### config.mk
export PLATFORM = sky130hd
export DESIGN_NAME = dsp_mac_sequencer_flat
export DESIGN_NICKNAME = d
export VERILOG_FILES = /design/src/rtl/dsp_mac_sequencer_if.sv /design/src/rtl/dsp_mac_sequencer.sv /design/src/flat_wrapper.sv
export SDC_FILE = /design/constraint.sdc
export NUM_CORES = 1
export LEC_CHECK = 0
export CAP_MARGIN = 10
export CORE_UTILIZATION = 40
export DETAILED_ROUTE_END_ITERATION = 6
export PLACE_DENSITY = 0.77
export SYNTH_ARGS = -nofsm -noshare
export SYNTH_HDL_FRONTEND = slang
export SYNTH_SLANG_ARGS = --single-unit
### constraint.sdc
create_clock -name clk -period 4.5 [get_ports clk]
set_input_delay 1.35 -clock clk [delete_from_list [all_inputs] [get_ports clk]]
set_output_delay 1.35 -clock clk [all_outputs]
set_load 0.1 [all_outputs]
### src/rtl/dsp_mac_sequencer_if.sv
`default_nettype none
// +------------------------------------------------------------------------+
// | dsp_mac_sequencer_if                                                   |
// | Operand-pair stream and dot-product result handshakes.                 |
// | Rev 1.0                                                                |
// +------------------------------------------------------------------------+
interface dsp_mac_sequencer_if;
    logic        in_valid;
    logic        in_ready;
    logic [17:0] in_a;
    logic [17:0] in_b;
    logic        in_last;
    logic        res_valid;
    logic        res_ready;
    logic [47:0] res_data;
    logic        res_ovf;

    modport master (
        output in_valid, in_a, in_b, in_last, res_ready,
        input  in_ready, res_valid, res_data, res_ovf
    );

    modport slave (
        input  in_valid, in_a, in_b, in_last, res_ready,
        output in_ready, res_valid, res_data, res_ovf
    );
endinterface
`default_nettype wire

### src/rtl/dsp_mac_sequencer.sv
`default_nettype none
// +------------------------------------------------------------------------+
// | dsp_mac_sequencer                                                      |
// | Drives a DSP slice in MAC mode, accumulating operand-pair dot products.|
// | Optional macro DSP_SEQ_BIAS_EN seeds each vector with a C-port bias.   |
// | Rev 1.0                                                                |
// +------------------------------------------------------------------------+
module dsp_mac_sequencer #(
    parameter int OP_LAG  = 1,
    parameter int RES_LAT = 3
) (
    input  wire logic          clk,
    input  wire logic          rst,
    dsp_mac_sequencer_if.slave bus,
    output logic [17:0]        dsp_A,
    output logic [17:0]        dsp_B,
    output logic [7:0]         dsp_opmode,
    input  wire logic [47:0]   dsp_P,
    input  wire logic          dsp_carryout
`ifdef DSP_SEQ_BIAS_EN
    ,
    input  wire logic [47:0]   bias,
    output logic [47:0]        dsp_C
`endif
);

    localparam int CW = $clog2(RES_LAT + 1);

`ifdef DSP_SEQ_BIAS_EN
    localparam logic [7:0] c_op_first = 8'b0000_1101;
`else
    localparam logic [7:0] c_op_first = 8'b0000_0001;
`endif
    localparam logic [7:0] c_op_acc   = 8'b0000_1001;
    localparam logic [7:0] c_op_hold  = 8'b0000_1000;

    typedef enum logic [1:0] {
        S_IDLE  = 2'd0,
        S_ACCUM = 2'd1,
        S_DRAIN = 2'd2
    } state_t;

    state_t                 state_q, state_d;
    logic [CW-1:0]          cnt_q, cnt_d;
    logic [17:0]            a_q, b_q;
    logic [OP_LAG:0][7:0]   op_dly_q;
    logic [RES_LAT:0]       tag_q;
    logic                   res_valid_q, res_valid_d;
    logic [47:0]            res_data_q, res_data_d;
    logic                   res_ovf_q, res_ovf_d;
    logic                   ovf_acc_q, ovf_acc_d;

    logic                   w_ready;
    logic                   w_accept;
    logic                   w_first;
    logic [7:0]             w_slot;
    logic                   w_ovf_hit;

    // Carry is meaningful only when P holds a product slot of this vector.
    assign w_ovf_hit = tag_q[RES_LAT] & dsp_carryout;

    always_comb begin
        state_d     = state_q;
        cnt_d       = cnt_q;
        w_ready     = 1'b0;
        w_accept    = 1'b0;
        w_first     = 1'b0;
        w_slot      = c_op_hold;
        res_valid_d = res_valid_q;
        res_data_d  = res_data_q;
        res_ovf_d   = res_ovf_q;
        case (state_q)
            S_IDLE: begin
                w_ready = !res_valid_q;
                if (bus.in_valid && w_ready) begin
                    w_accept = 1'b1;
                    w_first  = 1'b1;
                    w_slot   = c_op_first;
                    state_d  = bus.in_last ? S_DRAIN : S_ACCUM;
                    cnt_d    = CW'(RES_LAT);
                end
            end
            S_ACCUM: begin
                w_ready = 1'b1;
                if (bus.in_valid) begin
                    w_accept = 1'b1;
                    w_slot   = c_op_acc;
                    if (bus.in_last) begin
                        state_d = S_DRAIN;
                        cnt_d   = CW'(RES_LAT);
                    end
                end
            end
            S_DRAIN: begin
                if (cnt_q == '0) begin
                    res_valid_d = 1'b1;
                    res_data_d  = dsp_P;
                    res_ovf_d   = ovf_acc_q | w_ovf_hit;
                    state_d     = S_IDLE;
                end else begin
                    cnt_d = cnt_q - CW'(1);
                end
            end
            default: state_d = S_IDLE;
        endcase
        if (res_valid_q && bus.res_ready) begin
            res_valid_d = 1'b0;
        end
        ovf_acc_d = w_first ? 1'b0 : (ovf_acc_q | w_ovf_hit);
    end

    always_ff @(posedge clk or posedge rst) begin
        if (rst) begin
            state_q     <= S_IDLE;
            cnt_q       <= '0;
            a_q         <= '0;
            b_q         <= '0;
            op_dly_q    <= '0;
            tag_q       <= '0;
            res_valid_q <= 1'b0;
            res_data_q  <= '0;
            res_ovf_q   <= 1'b0;
            ovf_acc_q   <= 1'b0;
        end else begin
            state_q     <= state_d;
            cnt_q       <= cnt_d;
            if (w_accept) begin
                a_q <= bus.in_a;
                b_q <= bus.in_b;
            end
            op_dly_q    <= {op_dly_q[OP_LAG-1:0], w_slot};
            tag_q       <= {tag_q[RES_LAT-1:0], w_accept};
            res_valid_q <= res_valid_d;
            res_data_q  <= res_data_d;
            res_ovf_q   <= res_ovf_d;
            ovf_acc_q   <= ovf_acc_d;
        end
    end

`ifdef DSP_SEQ_BIAS_EN
    logic [OP_LAG:0][47:0] c_dly_q;

    always_ff @(posedge clk or posedge rst) begin
        if (rst) begin
            c_dly_q <= '0;
        end else begin
            c_dly_q <= {c_dly_q[OP_LAG-1:0], (w_first ? bias : c_dly_q[0])};
        end
    end

    assign dsp_C = c_dly_q[OP_LAG];
`endif

    assign bus.in_ready  = w_ready && !rst;
    assign bus.res_valid = res_valid_q;
    assign bus.res_data  = res_data_q;
    assign bus.res_ovf   = res_ovf_q;
    assign dsp_A         = a_q;
    assign dsp_B         = b_q;
    assign dsp_opmode    = op_dly_q[OP_LAG];

endmodule
`default_nettype wire
### src/flat_wrapper.sv
// flat-port wrapper written by rule: the top's interface ports become plain ports
module dsp_mac_sequencer_flat 
#(
    parameter int OP_LAG  = 1,
    parameter int RES_LAT = 3
)
  (clk, rst, dsp_A, dsp_B, dsp_opmode, dsp_P, dsp_carryout, bus_in_valid, bus_in_a, bus_in_b, bus_in_last, bus_res_ready, bus_in_ready, bus_res_valid, bus_res_data, bus_res_ovf);
  dsp_mac_sequencer_if bus_i ();
  input  wire logic clk;
  input  wire logic rst;
  output logic [17:0] dsp_A;
  output logic [17:0] dsp_B;
  output logic [7:0] dsp_opmode;
  input  wire logic [47:0] dsp_P;
  input  wire logic dsp_carryout;
  input wire logic [$bits(bus_i.in_valid)-1:0] bus_in_valid;
  input wire logic [$bits(bus_i.in_a)-1:0] bus_in_a;
  input wire logic [$bits(bus_i.in_b)-1:0] bus_in_b;
  input wire logic [$bits(bus_i.in_last)-1:0] bus_in_last;
  input wire logic [$bits(bus_i.res_ready)-1:0] bus_res_ready;
  output wire logic [$bits(bus_i.in_ready)-1:0] bus_in_ready;
  output wire logic [$bits(bus_i.res_valid)-1:0] bus_res_valid;
  output wire logic [$bits(bus_i.res_data)-1:0] bus_res_data;
  output wire logic [$bits(bus_i.res_ovf)-1:0] bus_res_ovf;
  assign bus_i.in_valid = bus_in_valid;
  assign bus_i.in_a = bus_in_a;
  assign bus_i.in_b = bus_in_b;
  assign bus_i.in_last = bus_in_last;
  assign bus_i.res_ready = bus_res_ready;
  assign bus_in_ready = bus_i.in_ready;
  assign bus_res_valid = bus_i.res_valid;
  assign bus_res_data = bus_i.res_data;
  assign bus_res_ovf = bus_i.res_ovf;
  dsp_mac_sequencer #(.OP_LAG(OP_LAG), .RES_LAT(RES_LAT)) u_core (.clk(clk), .rst(rst), .bus(bus_i), .dsp_A(dsp_A), .dsp_B(dsp_B), .dsp_opmode(dsp_opmode), .dsp_P(dsp_P), .dsp_carryout(dsp_carryout));
endmodule
Word level (Yosys, flattened, before mapping)
Index checks and enable logic that the tools add are counted.
{"block": "classes", "addsub": 1, "n_eq_ne": 7, "muxes": 23, "bitwise": 2, "reduce_logical": 14}
{"cell": "2-to-1 mux 2 bit", "n": 9}
{"cell": "one-hot mux 8 bit (2 select lines)", "n": 1}
{"cell": "one-hot mux 2 bit (3 select lines)", "n": 2}
{"cell": "2-to-1 mux 1 bit", "n": 8}
{"cell": "inequality test 2 bit (second input constant)", "n": 3}
{"cell": "AND reduction 5 bit", "n": 1}
{"cell": "zero test 2 bit", "n": 2}
{"cell": "2-to-1 mux 4 bit", "n": 1}
{"cell": "inequality test 2 x 1 -> 1 bit (second input constant)", "n": 2}
{"cell": "one-hot mux 1 bit (2 select lines)", "n": 2}
{"cell": "AND reduction 2 bit", "n": 2}
{"cell": "AND reduction 4 bit", "n": 1}
{"cell": "nonzero test 2 bit", "n": 2}
{"cell": "logical AND 1 bit", "n": 3}
{"cell": "nonzero test 3 bit", "n": 1}
{"cell": "== test 2 x 1 -> 1 bit (second input constant)", "n": 1}
{"cell": "== test 2 bit (second input constant)", "n": 1}
{"cell": "zero test 1 bit", "n": 2}
{"cell": "subtractor 2 x 1 -> 2 bit (second input constant)", "n": 1}
{"cell": "AND 1 bit", "n": 1}
{"cell": "OR 1 bit", "n": 1}
{"block": "word_totals", "regBits": 111, "in_bits": 90, "out_inout_bits": 95, "elab_cells": 58}

Longest topological paths before layout
Gate-level depths: netlist of run 1.
{"block": "logic_depth", "depth_word": 5, "depth_mapped": 6, "depth_no_buf": 5}

Worst setup path after synthesis of run 1
No wires, ideal clock.
{"block": "synth_timing", "path_kind": "input-to-output", "start": "input rst", "end": "output bus_in_ready", "arrival_ps": 2603, "required_time_ps": 3150, "slack_ps": 547, "cell_stages": 1, "n_path_buf": 0, "cell_sequence": "nor2_1"}
{"block": "synth_via", "elab_chain_len": 2}
{"element": "start, declared", "line_no": "flat_wrapper.sv:10", "rtl": "input wire logic rst;"}
{"element": "zero test 1 bit (no line)"}
{"element": "logical AND 1 bit", "line_no": "dsp_mac_sequencer.sv:154", "rtl": "assign bus.in_ready = w_ready && !rst;"}
{"element": "end, declared", "line_no": "flat_wrapper.sv:21", "rtl": "output wire logic [$bits(bus_i.in_ready)-1:0] bus_in_ready;"}
No other way between the ends.

Final worst setup path of run 1
Ends and elaborated chain as after synthesis.

==> results of run 1 <==
==> registers in the layout, indices dropped and copies added (netlist names) <==
register and count:
u_core.bus.res_data 48, u_core.dsp_A 18, u_core.dsp_B 18, u_core.tag_q 4
u_core.cnt_q 2, u_core.state_q 2, u_core.bus.res_ovf 1, u_core.bus.res_valid 1
u_core.dsp_opmode 1, u_core.op_dly_q 1, u_core.ovf_acc_q 1
==> critical path, delay by kind of cell <==
| family | cells | cell delay, ns |
|---|---|---|
| buffers and inverters | 2 | 0.66 |
| and+or+nand+nor | 1 | 0.21 |
==> per-layer routing <==
metal	GRT usage [%]	wire length [um]
met3	6.586	730
met1	20.51	3033
met5	0	0
met2	27.46	3846
met4	5.594	87
==> metrics by stage <==
| step | area [um^2] | hold slack (ns) |
|---|---|---|
| detailed placement | 5538 | 0.3378 |
| global placement | 5538 | 0.3345 |
| finish | 5782 | 0.3548 |
| floorplan | 3697 | 0.3312 |
| global route | 5782 | 0.3634 |
| CTS | 5782 | 0.3581 |
==> area by class of cell <==
class / count / area share, %
Multi-Input combinational cell: 111 / 19.37
Inverter: 7 / 0.4977
Sequential cell: 97 / 41.98
Clock buffer: 11 / 2.445
Clock inverter: 5 / 1.774
Tap cell: 108 / 2.337
Timing Repair Buffer: 181 / 31.59
==> how the worst min path moves through the flow <==
stage,start,to,slack [ns],cells past startpoint
floorplan,u_core.op_dly_q[3],u_core.dsp_opmode[3],0.33,0
global placement,u_core.op_dly_q[3],u_core.dsp_opmode[3],0.33,0
detailed placement,u_core.op_dly_q[3],u_core.dsp_opmode[3],0.34,0
CTS,u_core.op_dly_q[3],u_core.dsp_opmode[3],0.36,0
global route,u_core.op_dly_q[3],u_core.dsp_opmode[3],0.36,0
finish,u_core.op_dly_q[3],u_core.dsp_opmode[3],0.35,0
==> cell usage after synthesis, drive strengths merged <==
| cell | count | area (um^2) |
|---|---|---|
| o21bai | 1 | 7.510 |
| nor2 | 2 | 7.510 |
| o21ai | 1 | 5.000 |
| nor3b | 2 | 15.01 |
| nor4 | 2 | 12.51 |
| mux2i | 1 | 10.01 |
| a21oi | 4 | 20.02 |
| inv | 7 | 26.28 |
| buf | 17 | 123.9 |
| and4b | 1 | 10.01 |
| dfrtp | 97 | 2427 |
| conb | 1 | 3.750 |
| a21o | 1 | 7.510 |
| nor4b | 1 | 8.760 |
| ha | 1 | 12.51 |
| nand2 | 2 | 7.510 |
| a211oi | 1 | 20.02 |
| mux2 | 84 | 945.9 |
| nand3b | 1 | 7.510 |
==> placed cells by master (no fill, tap or decap), drive strengths merged <==
cell,instances
a211oi,1
a21o,1
a21oi,4
and4b,1
buf,4
bufinv,3
clkbuf,11
clkdlybuf4s50,177
clkinv,1
clkinvlp,1
conb,6
dfrtp,97
ha,1
inv,7
mux2,84
mux2i,1
nand2,2
nand3b,1
nor2,2
nor3b,2
nor4,2
nor4b,1
o21ai,1
o21bai,1
==> kinds of logic (layout without fill, tap and decap cells) <==
family / after synthesis / after routing
mux: 85 / 85
compound gates: 8 / 8
flops: 97 / 97
buf+inv: 24 / 204
other cells: 1 / 6
simple gates: 11 / 11
fa+ha+maj: 1 / 1
==> summary.md, run 1 <==
| Metric | Value |
|---|---|
| Initial DRC Count | 62 |
| Layout cells sized above 1 | 25.24% |
| Post-route ant nets | 0 |
| Reg2reg end | u_core.bus.res_data[47] |
| CP Max Fanout | 2 |
| Worst-case clock buffer depth | 2 |
| IO buf count | 178 |
| Placed Cells | 504 |
| IO Count | 185 |
| CP max stage cell | clkdlybuf4s50_1 |
| Clock transition at path regs | 0.09 ns |
| Post-synth cell types | 22 |
| Die Area | 0.009583 mm^2 |
| Worst Path Arrival | 2.23 ns |
| CTS tree | done |
| Least-Margin Pin Slew | 1.003 ns |
| CP required | 3.15 ns |
| Number of hold buffers added after CTS | 0 |
| Adder-Cell Fraction of Synth Area | 0.3401% |
| Failing checks | design-rule violations |
| Max Slew Vio Count | 0 |
| Starting Density | 41.77% |
| Fin cells | 520 |
| Die height | 97.90 um |
| Reg2Reg Setup Slack | 2.72 ns |
| Largest family of logic cells by synthesized area | multiplexers |
| Final Hold Fails | 0 |
| Drt pass-1 iters | 6 |
| FF/Latch Area | 0.002427 mm^2 |
| Clk_skew | 0.01006 ns |
| Fin crit share | 79.53% |
| GP Congestion | 0.6705 |
| Crit Path Class | input pin to output port |
| Number of diodes | 0 |
| Synth Cell Area | 0.003679 mm^2 |
| Post-layout min period | 3.579 ns |
| Postcts setup bufs | 0 |
| # nets final | 498 |
| Crit path to | bus_in_ready |
| Num rows | 34 |
| Setup ws final | 0.9210 ns |
| Seq/Total Area, Yosys | 65.99% |
| RSZ-0062 raised after global routing | false |
| Normalized max-slew margin | 32.90% |
| Final core occ | 65.66% |
| Post-cts resize count | 0 |
| Htree depth | 3 |
| Worst Hold Class | flip-flop to flip-flop |
| R2R depth | 5 |
| Core box area | 0.008806 mm^2 |
| Total Routed Length | 7697 um |
| Setup tns final | 0 ns |
| Multiplexer area fraction after synthesis | 25.99% |
| Worst R2R Start | u_core.cnt_q[0] |
| Total vias in the final route | 2442 |
| Largest net degree at the start of global routing | 98 |
| Post-Synth XOR/XNOR Area | 0% |
| Simple-Gate Fraction of Synth Area | 1.871% |
| Beginning of the critical path | rst |
| Post-place setup slack | 0.9188 ns |
| Num CTS Buffers | 9 |
| Total GRT Usage | 16.85% |
| CTS sink count | 97 |
| Total gr overflow | 0 |
| DRC Markers | 11 |
| Multi-input gate area | 0.001120 mm^2 |
| Area grow syn2layout | 57.18% |
| First-pass GRT wire length | 12670 um |
| Endpoints failing setup | 0 |
| Worst-skew pair later-pin latency | 0.34 ns |
| Critical path cell sequence | clkdlybuf4s50_1 > nor2_1 > buf_12 |
| Die X | 97.90 um |
| Seq cells post-synth | 97 |
| Mapped Cells | 227 |
| Vias in the first global route | 2565 |
| Crit path largest cell delay | 0.46 ns |
| Compound-Gate Fraction of Synth Area | 1.633% |
| Synth warnings | 0 |
| Fmax | 0.2794 GHz |
| Outcome | finished with violations |
| Wire per inst | 14.80 um |
| Dpl hpwl | 5461 um |
| Clk root buf | clkbuf_8 |
| Initial antenna violation count | 0 |
| Mean Syn Cell Area | 16.20 um^2 |
| Drt via density | 4.696 |
| Max Cap Violations | 0 |
| Crit path launch type | input pin |
| Setup crit end kind | output port |
| Fillers | 688 |
Power of run 1 is not shown: default switching activity piles up to over one toggle a cycle in this logic, so the estimate is an artifact.
==> inputs of run 2 (changes only) <==
--- a/config.mk
+++ b/config.mk
@@ -6,9 +6,9 @@
 export NUM_CORES = 1
 export LEC_CHECK = 0
 export CAP_MARGIN = 10
-export CORE_UTILIZATION = 40
+export CORE_UTILIZATION = 36
 export DETAILED_ROUTE_END_ITERATION = 6
-export PLACE_DENSITY = 0.77
+export PLACE_DENSITY = 0.73
 export SYNTH_ARGS = -nofsm -noshare
 export SYNTH_HDL_FRONTEND = slang
 export SYNTH_SLANG_ARGS = --single-unit
==> constraint.sdc (replaced) <==
create_clock -name clk -period 3.1 [get_ports clk]
set_input_delay 0.93 -clock clk [delete_from_list [all_inputs] [get_ports clk]]
set_output_delay 0.93 -clock clk [all_outputs]
set_load 0.1 [all_outputs]
==> summary.md, run 2 (synthesized netlist as in run 1, its figures left out) <==
| Metric | Value |
|---|---|
| Outcome | finished, final reports clean |
| CP max stage cell | clkdlybuf4s50_1 |
| Num CTS Buffers | 9 |
| Total vias in the final route | 2439 |
| Die Area | 0.01063 mm^2 |
| Max Slew Vio Count | 0 |
| Wire per inst | 14.12 um |
| Clock transition at path regs | 0.08 ns |
| CP Max Fanout | 2 |
| Die X | 103.1 um |
| Dpl hpwl | 5593 um |
| Post-cts resize count | 0 |
| Number of diodes | 0 |
| Total Routed Length | 7693 um |
| Layout cells sized above 1 | 46.84% |
| CTS sink count | 97 |
| Post-route design area | 0.005589 mm^2 |
| IO buf count | 178 |
| Core box area | 0.009819 mm^2 |
| Largest net degree at the start of global routing | 98 |
| Crit path largest cell delay | 0.47 ns |
| Die height | 103.1 um |
| Crit Path Class | input pin to output port |
| Post-layout min period | 2.707 ns |
| Commonest non-fill, non-tap cell in the layout | dfrtp_1 |
| Max reg flops | 48 |
| Starting Density | 37.46% |
| Most frequent cells in the layout | dfrtp_1 (97), buf_4 (91), clkdlybuf4s50_1 (89), mux2_2 (83), clkbuf_8 (12) |
| Dpl cell area | 0.005360 mm^2 |
| Normalized max-slew margin | 57.16% |
| Placed Cells | 530 |
| Clk root buf | clkbuf_8 |
| Drt via density | 4.475 |
| R2R depth | 5 |
| # nets final | 499 |
| Max Cap Violations | 0 |
| Setup tns final | 0 ns |
| Number of hold buffers added after CTS | 0 |
| Total gr overflow | 0 |
| Hold Crit Depth | 0 |
| Setup crit end kind | output port |
| Worst Hold Class | flip-flop to flip-flop |
| CP required | 2.17 ns |
| DRC Markers | 0 |
| GP Congestion | 0.6978 |
| Post-route ant nets | 0 |
| Least-Margin Pin Slew | 0.6337 ns |
| Final Hold Fails | 0 |
| Crit path launch type | input pin |
| Worst-skew pair later-pin latency | 0.35 ns |
| Clk_skew | 0.004243 ns |
| Initial antenna violation count | 0 |
| Worst-case clock buffer depth | 2 |
| Endpoints failing setup | 0 |
| Fmax | 0.3695 GHz |
| CTS tree | done |
| Total GRT Usage | 14.69% |
| Postcts setup bufs | 0 |
| Area grow syn2layout | 51.94% |
| Fin crit share | 87.31% |
| RSZ-0062 raised after global routing | false |
| Initial DRC Count | 34 |
| Critical path cell sequence | clkdlybuf4s50_1 > nor2_2 > buf_12 |
| Htree depth | 3 |
| Vias in the first global route | 2451 |
| Worst Path Arrival | 1.78 ns |
| Num rows | 36 |
| IO Count | 185 |
| First-pass GRT wire length | 11700 um |
| Fin cells | 545 |
| Drt pass-1 iters | 3 |
==> run 2: changes by cell type in the layout (fill, tap and decap cells not counted), sizes merged <==
cell	delta
clkdlybuf4s50	-88
clkbuf	+2
bufinv	-1
buf	+89
inv	-1
clkinv	-1
==> run 2: path summary, 6_finish.rpt <==
check	end	slack (ns)	start
max reg2reg	u_core.bus.res_data[41]	1.31	u_core.cnt_q[0]
min in group asynchronous	u_core.dsp_B[11]	1.13	rst
min reg2reg	u_core.tag_q[3]	0.35	u_core.tag_q[2]
max in group asynchronous	u_core.bus.res_data[24]	1.60	rst
min	u_core.tag_q[3]	0.35	u_core.tag_q[2]
max	bus_in_ready	0.39	rst
==> run 2: area by class of cell <==
type | instances | area (um^2)
clock inverter | 2 | 60.06
clock buffer | 13 | 168.9
sequential | 97 | 2427
timing repair buffer | 182 | 1614
multi-input combinational | 111 | 1122
tap | 133 | 166.4
inverter | 7 | 30.03
fill | 838 | 4230
==> run 2: worst max-delay path, delay by kind of cell <==
| kind | cells | cell delay [ns] |
|---|---|---|
| buffers and inverters | 2 | 0.66 |
| and+or+nand+nor | 1 | 0.18 |
==> run 2: layer usage <==
| metal | GRT usage, % | vias up | wire, um |
|---|---|---|---|
| met5 | 0 | - | 0 |
| met3 | 4.746 | 11 | 672 |
| met1 | 17.41 | 1199 | 3020 |
| met2 | 24.10 | 103 | 3873 |
| met4 | 7.259 | 0 | 126 |
| li1 | - | 1126 | - |
==> run 2: per-stage QoR <==
step | hold WS [ns] | util [%] | setup slack, ns
6_report | 0.3534 | 56.92 | 0.3934
5_1_grt | 0.3636 | 56.92 | 0.3630
4_1_cts | 0.3568 | 56.92 | 0.3899
3_5_place_dp | 0.3362 | 54.59 | 0.3959
3_3_place_gp | 0.3336 | 54.59 | 0.4052
2_1_floorplan | 0.3312 | - | 0.2777
Power of run 2 is left out for the same reason.
